`src/rtl/fetch_unit_pkg.sv`:
```
// Shared constants and types for the instruction fetch stage.
package fetch_unit_pkg;

  localparam int unsigned WORD_SIZE = 16;

  localparam logic [WORD_SIZE-1:0] INST_NOP = 16'hF01C;

  typedef enum logic [1:0] {
    FETCH   = 2'd0,
    HOLD    = 2'd1,
    DISCARD = 2'd2
  } fetch_state_e;

endpackage

```
`src/rtl/fetch_buffer.sv`:
```
// One-entry holding buffer for an instruction returned while the pipe is stalled.
module fetch_buffer
  import fetch_unit_pkg::*;
(
  input  logic                 clk,
  input  logic                 reset_n,
  input  logic                 load,
  input  logic                 drain,
  input  logic [WORD_SIZE-1:0] data_in,
  output logic [WORD_SIZE-1:0] data,
  output logic                 full
);

  // load wins over drain so a same-cycle refill is never lost
  always_ff @(posedge clk or negedge reset_n) begin
    if (!reset_n) begin
      data <= '0;
      full <= 1'b0;
    end else if (load) begin
      data <= data_in;
      full <= 1'b1;
    end else if (drain) begin
      full <= 1'b0;
    end
  end

endmodule

```
`src/rtl/fetch_unit.sv`:
```
// Instruction fetch stage: PC, memory request FSM and the IF/ID pipeline register.
module fetch_unit
  import fetch_unit_pkg::*;
(
  input  logic                 clk,
  input  logic                 reset_n,
  input  logic                 pc_write,
  input  logic                 ir_write,
  input  logic                 flush,
  input  logic                 redirect_valid,
  input  logic [WORD_SIZE-1:0] redirect_pc,
  output logic                 i_readM,
  output logic [WORD_SIZE-1:0] i_address,
  input  logic [WORD_SIZE-1:0] i_data,
  input  logic                 i_ready,
  output logic [WORD_SIZE-1:0] ir_id,
  output logic [WORD_SIZE-1:0] pc_id,
  output logic                 valid_id,
  output logic                 fetch_stall
);

  fetch_state_e         state, state_n;
  logic [WORD_SIZE-1:0] pc, pc_n, pc_inc;
  logic                 readm_n;
  logic [WORD_SIZE-1:0] ir_n, pcid_n;
  logic                 valid_n;
  logic                 buf_load, buf_drain, buf_full;
  logic [WORD_SIZE-1:0] buf_data;
  logic                 mem_done, avail, advance;
  logic [WORD_SIZE-1:0] avail_data;

  fetch_buffer u_buf (
    .clk     (clk),
    .reset_n (reset_n),
    .load    (buf_load),
    .drain   (buf_drain),
    .data_in (i_data),
    .data    (buf_data),
    .full    (buf_full)
  );

  // A response only counts while our own request is on the bus
  always_ff @(posedge clk or negedge reset_n) begin
    if (!reset_n) begin
      state    <= FETCH;
      pc       <= '0;
      i_readM  <= 1'b0;
      ir_id    <= INST_NOP;
      pc_id    <= '0;
      valid_id <= 1'b0;
    end else begin
      state    <= state_n;
      pc       <= pc_n;
      i_readM  <= readm_n;
      ir_id    <= ir_n;
      pc_id    <= pcid_n;
      valid_id <= valid_n;
    end
  end

  assign i_address = pc;

  always_comb begin
    state_n     = state;
    pc_n        = pc;
    ir_n        = ir_id;
    pcid_n      = pc_id;
    valid_n     = valid_id;
    buf_load    = 1'b0;
    buf_drain   = 1'b0;
    fetch_stall = 1'b0;

    pc_inc     = pc + WORD_SIZE'(1);
    mem_done   = (state == FETCH) && i_readM && i_ready;
    avail      = mem_done || ((state == HOLD) && buf_full);
    avail_data = (state == HOLD) ? buf_data : i_data;
    advance    = avail && ir_write && pc_write && !flush;

    if (redirect_valid) begin
      pc_n      = redirect_pc;
      buf_drain = 1'b1;
      ir_n      = INST_NOP;
      valid_n   = 1'b0;
      unique case (state)
        FETCH:   state_n = (i_readM && !i_ready) ? DISCARD : FETCH;
        HOLD:    state_n = FETCH;
        DISCARD: state_n = i_ready ? FETCH : DISCARD;
        default: state_n = FETCH;
      endcase
    end else begin
      // IF/ID update; flush only matters when the register is being written
      if (ir_write) begin
        fetch_stall = !avail;
        if (advance) begin
          ir_n    = avail_data;
          pcid_n  = pc_inc;
          valid_n = 1'b1;
        end else begin
          ir_n    = INST_NOP;
          valid_n = 1'b0;
        end
      end
      if (advance) pc_n = pc_inc;

      unique case (state)
        FETCH: begin
          if (mem_done && !advance && (!ir_write || !pc_write)) begin
            buf_load = 1'b1;
            state_n  = HOLD;
          end
        end
        HOLD: begin
          if (advance) begin
            buf_drain = 1'b1;
            state_n   = FETCH;
          end
        end
        DISCARD: begin
          if (i_ready) state_n = FETCH;
        end
        default: state_n = FETCH;
      endcase
    end

    readm_n = (state_n == FETCH);
  end

endmodule

```
`config.mk`:
```
export PLATFORM = sky130hd
export DESIGN_NAME = fetch_unit
export DESIGN_NICKNAME = d
export VERILOG_FILES = /design/src/rtl/fetch_unit_pkg.sv /design/src/rtl/fetch_buffer.sv /design/src/rtl/fetch_unit.sv
export SDC_FILE = /design/constraint.sdc
export NUM_CORES = 1
export LEC_CHECK = 0
export CAP_MARGIN = 15
export CORE_UTILIZATION = 41
export CTS_BUF_LIST = sky130_fd_sc_hd__clkbuf_4
export CTS_CLUSTER_DIAMETER = 50
export DETAILED_ROUTE_END_ITERATION = 8
export GPL_TIMING_DRIVEN = 1
export PLACE_DENSITY_LB_ADDON = 0.3
export SYNTH_ARGS = -nofsm -noshare
export SYNTH_HDL_FRONTEND = slang
export SYNTH_HIERARCHICAL = 1
export SYNTH_SLANG_ARGS = --single-unit
```
`constraint.sdc`:
```
create_clock -name clk -period 1.71 [get_ports clk]
set_input_delay 0.342 -clock clk [delete_from_list [all_inputs] [get_ports clk]]
set_output_delay 0.342 -clock clk [all_outputs]
set_load 0.02 [all_outputs]
```
==> metrics.yaml, run 1 <==
status: "complete, but fails checks"
violations: "setup timing"
synth.avg_cell_area_um2: 10.16
rsz0062_at_grt: "yes"
crit_type: "register to primary output"
synth_warnings: 6
dp.cells: 548
drv_cap: 0
ys_seq_area_share_pct: 51.77
grt_first_pass_wirelength_um: 13610
drtIter0Drc: 127
tritoncts: "built"
worst_slack_ns: -0.2010
drtPass1Iterations: 5
report.final.slew_viol_count: 0
syn_nets: 370
hold_slack_ns: 0.4648
worst_pin_slew_ns: 0.4620
antenna_cells: 0
die_height_um: 92.42
synthArstFlopShare_pct: 100.0
grt_pass1_vias: 2828
max-slew-margin-rel_pct: 69.17
postRouteAntennaNets: 0
synthCells: 330
grt_start_max_net_pins: 70
yosys_most_used_dff: "dfrtp_1"
cp-end-kind: "primary output"
fin_cells: 579
numClockSinks: 69
period_minus_slack_ns: 1.911
fp.coreArea_um2: 7807
fin_nets: 512
required_ns: 1.37
fmax_mhz: 523.3
powerDensity_nw_per_um2: 1005
start_util_pct: 42.93
setup_viol: 34
post-dp-hpwl_um: 5722
numCtsBuffers: 9
final_layout_size_suffix_gt1_share_pct: 34.17
ios: 90
crit_fanout: 2
syn_area_um2: 3352
final-hold-violation-count: 0
vias_per_cell: 5.271
final_common_cell: "dfrtp_1"
clkLatencyLatePin_ns: 0.41
wl_per_cell_um: 15.79
clk_pin_slew_ns: 0.11
grt_usage_pct: 20.42
row_count: 32
areaGrowthSynthToFinish_pct: 57.15
synth_edf_count: 0
fin_tns_setup_ns: -3.463
mostFrequentLayoutCells: "52 x dfrtp_1, 48 x dlygate4sd2_1, 44 x nand2_1"
cts_root_buf: "clkbuf_4"
worst_clock_skew_ns: 0.007677
vias: 3052
die_area_um2: 8541
clk_path_buf_depth: 2
drc: 0
crit_arrival_ns: 1.57
synth.distinct_cells: 48
place.port_buffers: 89
power_w: 0.005293
die_w_um: 92.42
h-tree-depth: 3
synth_seq_cells: 69
p_leak_nw: 2.302
antenna_found_initial: 0
gr-total-overflow: 0
wl_um: 9142
min_period_over_period_pct: 111.8
gp_congestion: 0.8262
cp-start-kind: "register"
hold_path.class: "input pin to register"
irDropWorstVdd_v: 0.0004695
[cells by family (layout without fill, tap and decap cells)]
| group | count (synthesis) | after routing | synth area share (%) |
|---|---|---|---|
| compound gates | 64 | 65 | 11.65 |
| xor+xnor | 18 | 18 | 4.704 |
| fa+ha+maj | 1 | 1 | 0.3732 |
| buf+inv | 29 | 175 | 4.218 |
| flops | 69 | 69 | 51.77 |
| mux | 27 | 27 | 9.705 |
| simple gates | 122 | 122 | 17.58 |
[timing repair]
| item | CTS | global route |
|---|---|---|
| gates resized for setup | 63 | 80 |
| hold endpoints to repair | 62 | 0 |
| hold buffers | 1 | 0 |
| pin swaps | 6 | 24 |
| setup endpoints to repair | 77 | 70 |
| buffers inserted | 3 | 9 |
| gates cloned | 1 | 2 |
[sequential cells by signal, summed over array words and instances (netlist names)]
name / count
i_address: 16
i_readM: 1
ir_id: 16
pc_id: 16
state: 2
u_buf/data: 16
u_buf/full: 1
valid_id: 1
[synth_stat cells (9+ instances only)]
master    number  area, um^2
dfrtp_1       62        1551
nand3_1       12       60.06
o21ai_0       17       85.08
mux2i_1       10       100.1
nor2_1        30       112.6
a21oi_1       19       95.09
clkbuf_1      10       37.54
mux2_4         9       135.1
xnor2_1       15       131.4
inv_1          9       33.78
a31oi_1        9       56.30
nand2_1       45       168.9
[worst paths after layout]
path / start / to / slack (ns) / depth (start not counted)
worst max-delay path: state[1] / fetch_stall / -0.20 / 4
worst min-delay path: redirect_pc[1] / i_address[1] / 0.46 / 3
worst max register to register: state[1] / pc_id[1] / -0.17 / 7
worst min register to register: ir_id[1] / ir_id[1] / 0.49 / 2
max in group asynchronous: reset_n / ir_id[3] / 0.89 / 3
min in group asynchronous: reset_n / u_buf/data[4] / 0.47 / 3
[metrics by stage]
stage               instance area, um^2  setup WS, ns  util, %
finish                             5268       -0.2010    67.47
global route                       5268       -0.2341    67.47
CTS                                4850       -0.1399    62.12
detailed placement                 4676       -0.5386    59.89
global placement                   4676       -0.4746    59.89
floorplan                          3393      0.004353        -
[per-layer routing]
metal  track usage [%]  up-vias  share of wire (%)
li1                  -     1445                  -
met1             26.84     1505                 45
met2             32.90       90                 48
met3             5.172       12                5.4
met4             6.641        0                1.7
met5                 0        -                  0
[layout make-up]
class | instances | area (um^2)
Clock buffer | 10 | 75.07
Clock inverter | 6 | 77.57
Fill cell | 600 | 2540
Inverter | 9 | 33.78
Multi-Input combinational cell | 233 | 1797
Sequential cell | 69 | 1748
Tap cell | 102 | 127.6
Timing Repair Buffer | 150 | 1409
[power breakdown]
group,leakage (nW),switching (W),internal [W]
Combinational,1.39,0.000857,0.000932
Sequential,0.826,0.000287,0.00204
Clock,0.0852,0.000586,0.000596
[critical path, cell delays in order (launching register included)]
cell and delay (ns):
dfrtp_1 0.41, buf_4 0.14, nand3b_1 0.21, and4_1 0.27
buf_6 0.14
(Power assumes the default switching activity.)
==> inputs of run 2 (changes only) <==
- CAP_MARGIN: 15 -> 10
- HOLD_SLACK_MARGIN: not set -> 0.08
- MAX_ROUTING_LAYER: not set -> met4
==> metrics.yaml, run 2 (same netlist as run 1, synthesis figures left out) <==
status: "complete, but fails checks"
violations: "setup timing"
place.port_buffers: 89
fmax_mhz: 532.2
worst_slack_ns: -0.1689
vias: 3055
rsz0062_at_grt: "yes"
postRouteAntennaNets: 0
drc: 0
final_common_cell: "dfrtp_1"
crit_type: "register to primary output"
dp_slack_ns: -0.5386
report.final.slew_viol_count: 0
required_ns: 1.37
path_cells: "buf_4, nand3b_1, and4_1, buf_6"
worst_clock_skew_ns: 0.01523
numCtsBuffers: 9
ios: 90
max-slew-margin-rel_pct: 68.38
mostFrequentLayoutCells: "52 x dfrtp_1, 47 x dlygate4sd2_1, 44 x nand2_1"
irDropWorstVdd_v: 0.0004729
crit_arrival_ns: 1.54
wl_um: 9175
fin_nets: 512
setup_viol: 35
worst_pin_slew_ns: 0.4738
gr-total-overflow: 0
final_layout_size_suffix_gt1_share_pct: 34.80
hold_path.class: "input pin to async pin"
p_sw_share_pct: 32.73
intPower_w: 0.003573
drv_cap: 0
crit_fanout: 2
p_leak_nw: 2.308
fin_util_pct: 67.52
seqCellArea_um2: 1748
period_minus_slack_ns: 1.879
areaGrowthSynthToFinish_pct: 57.26
switching_power_w: 0.001739
row_count: 32
fill_cells: 594
crit_slowest_cell: "dfrtp_1"
wl_per_cell_um: 15.85
start_util_pct: 42.93
final-hold-violation-count: 0
die_w_um: 92.42
clk_path_buf_depth: 2
h-tree-depth: 3
path_buf_inv: 2
fp.coreArea_um2: 7807
clkLatencyLatePin_ns: 0.42
grt_usage_pct: 21.04
antenna_found_initial: 0
numClockSinks: 69
multi_input_area_um2: 1799
p_seq_share_pct: 43.8
antenna_cells: 0
die_area_um2: 8541
cts_root_buf: "clkbuf_4"
power_frac_comb_pct: 34.1
tritoncts: "built"
max_stage_delay_ns: 0.41
cp-end-kind: "primary output"
drtIter0Drc: 176
power_w: 0.005311
grt_start_max_net_pins: 70
grt_first_pass_wirelength_um: 13610
min_period_over_period_pct: 109.9
die_height_um: 92.42
clk_pin_slew_ns: 0.12
vias_per_cell: 5.276
gp_congestion: 0.8386
cp_top_family: "simple AND/OR/NAND/NOR gates"
powerDensity_nw_per_um2: 1008
cp-start-kind: "register"
post-dp-hpwl_um: 5722
grt_pass1_vias: 2829
drtPass1Iterations: 4
p_clk_share_pct: 22.1
## run 2: final cells by class
class                           count  area share (%)
Clock inverter                      6           1.472
Clock buffer                       10           1.424
Timing Repair Buffer              150           26.75
Tap cell                          102           2.421
Inverter                            9          0.6409
Sequential cell                    69           33.16
Multi-Input combinational cell    233           34.13
## run 2: what timing repair did
item / 4_1_cts / 5_1_grt
endpoints found under the setup margin: 77 / 71
gates resized for setup: 63 / 86
pin swaps: 6 / 31
hold buffers: 1 / 0
cloned: 1 / 2
buffers inserted: 3 / 9
hold endpoints to repair: 62 / 0
## run 2: tightest hold or removal path, stage by stage
cell           delay, ns
dlygate4sd3_1       0.52
buf_2               0.13
buf_12              0.30
## run 2: stage by stage
step / TNS (ns) / cells / area [um^2] / hold WS (ns)
floorplan: 0 / 330 / 3393 / 0.04641
global placement: -20.69 / 548 / 4676 / 0.3948
detailed placement: -23.99 / 548 / 4676 / 0.3979
CTS: -1.466 / 569 / 4850 / 0.4498
global route: -4.573 / 579 / 5271 / 0.4777
finish: -2.891 / 579 / 5271 / 0.4517
## run 2: power groups by stage
| stage | sequential (W) | clock [W] | combinational (W) |
|---|---|---|---|
| 6_report | 0.00232 | 0.00118 | 0.00181 |
| 5_1_grt | 0.00237 | 0.00126 | 0.00194 |
| 4_1_cts | 0.00227 | 0.00120 | 0.00159 |
| 3_5_place_dp | 0.00230 | 0 | 0.00172 |
| 3_3_place_gp | 0.00229 | 0 | 0.00168 |
| 2_1_floorplan | 0.00255 | 0 | 0.000641 |
## run 2: final timing paths
kind / from / end / slack (ns) / depth (start not counted)
worst min register to register: ir_id[9] / ir_id[9] / 0.49 / 2
min in group clk: redirect_pc[1] / i_address[1] / 0.46 / 3
worst max-delay path: state[1] / fetch_stall / -0.17 / 4
worst max register to register: state[1] / pc_id[1] / -0.15 / 7
max in group asynchronous: reset_n / ir_id[3] / 0.89 / 3
worst min-delay path: reset_n / u_buf/data[4] / 0.45 / 3
## run 2: routing by layer
| layer | global-route usage (%) | routed length, um | vias to the layer above |
|---|---|---|---|
| met5 | - | 0 | - |
| li1 | - | - | 1437 |
| met4 | 7.031 | 146 | 0 |
| met3 | 4.269 | 472 | 17 |
| met1 | 27.42 | 4137 | 1513 |
| met2 | 32.84 | 4419 | 88 |
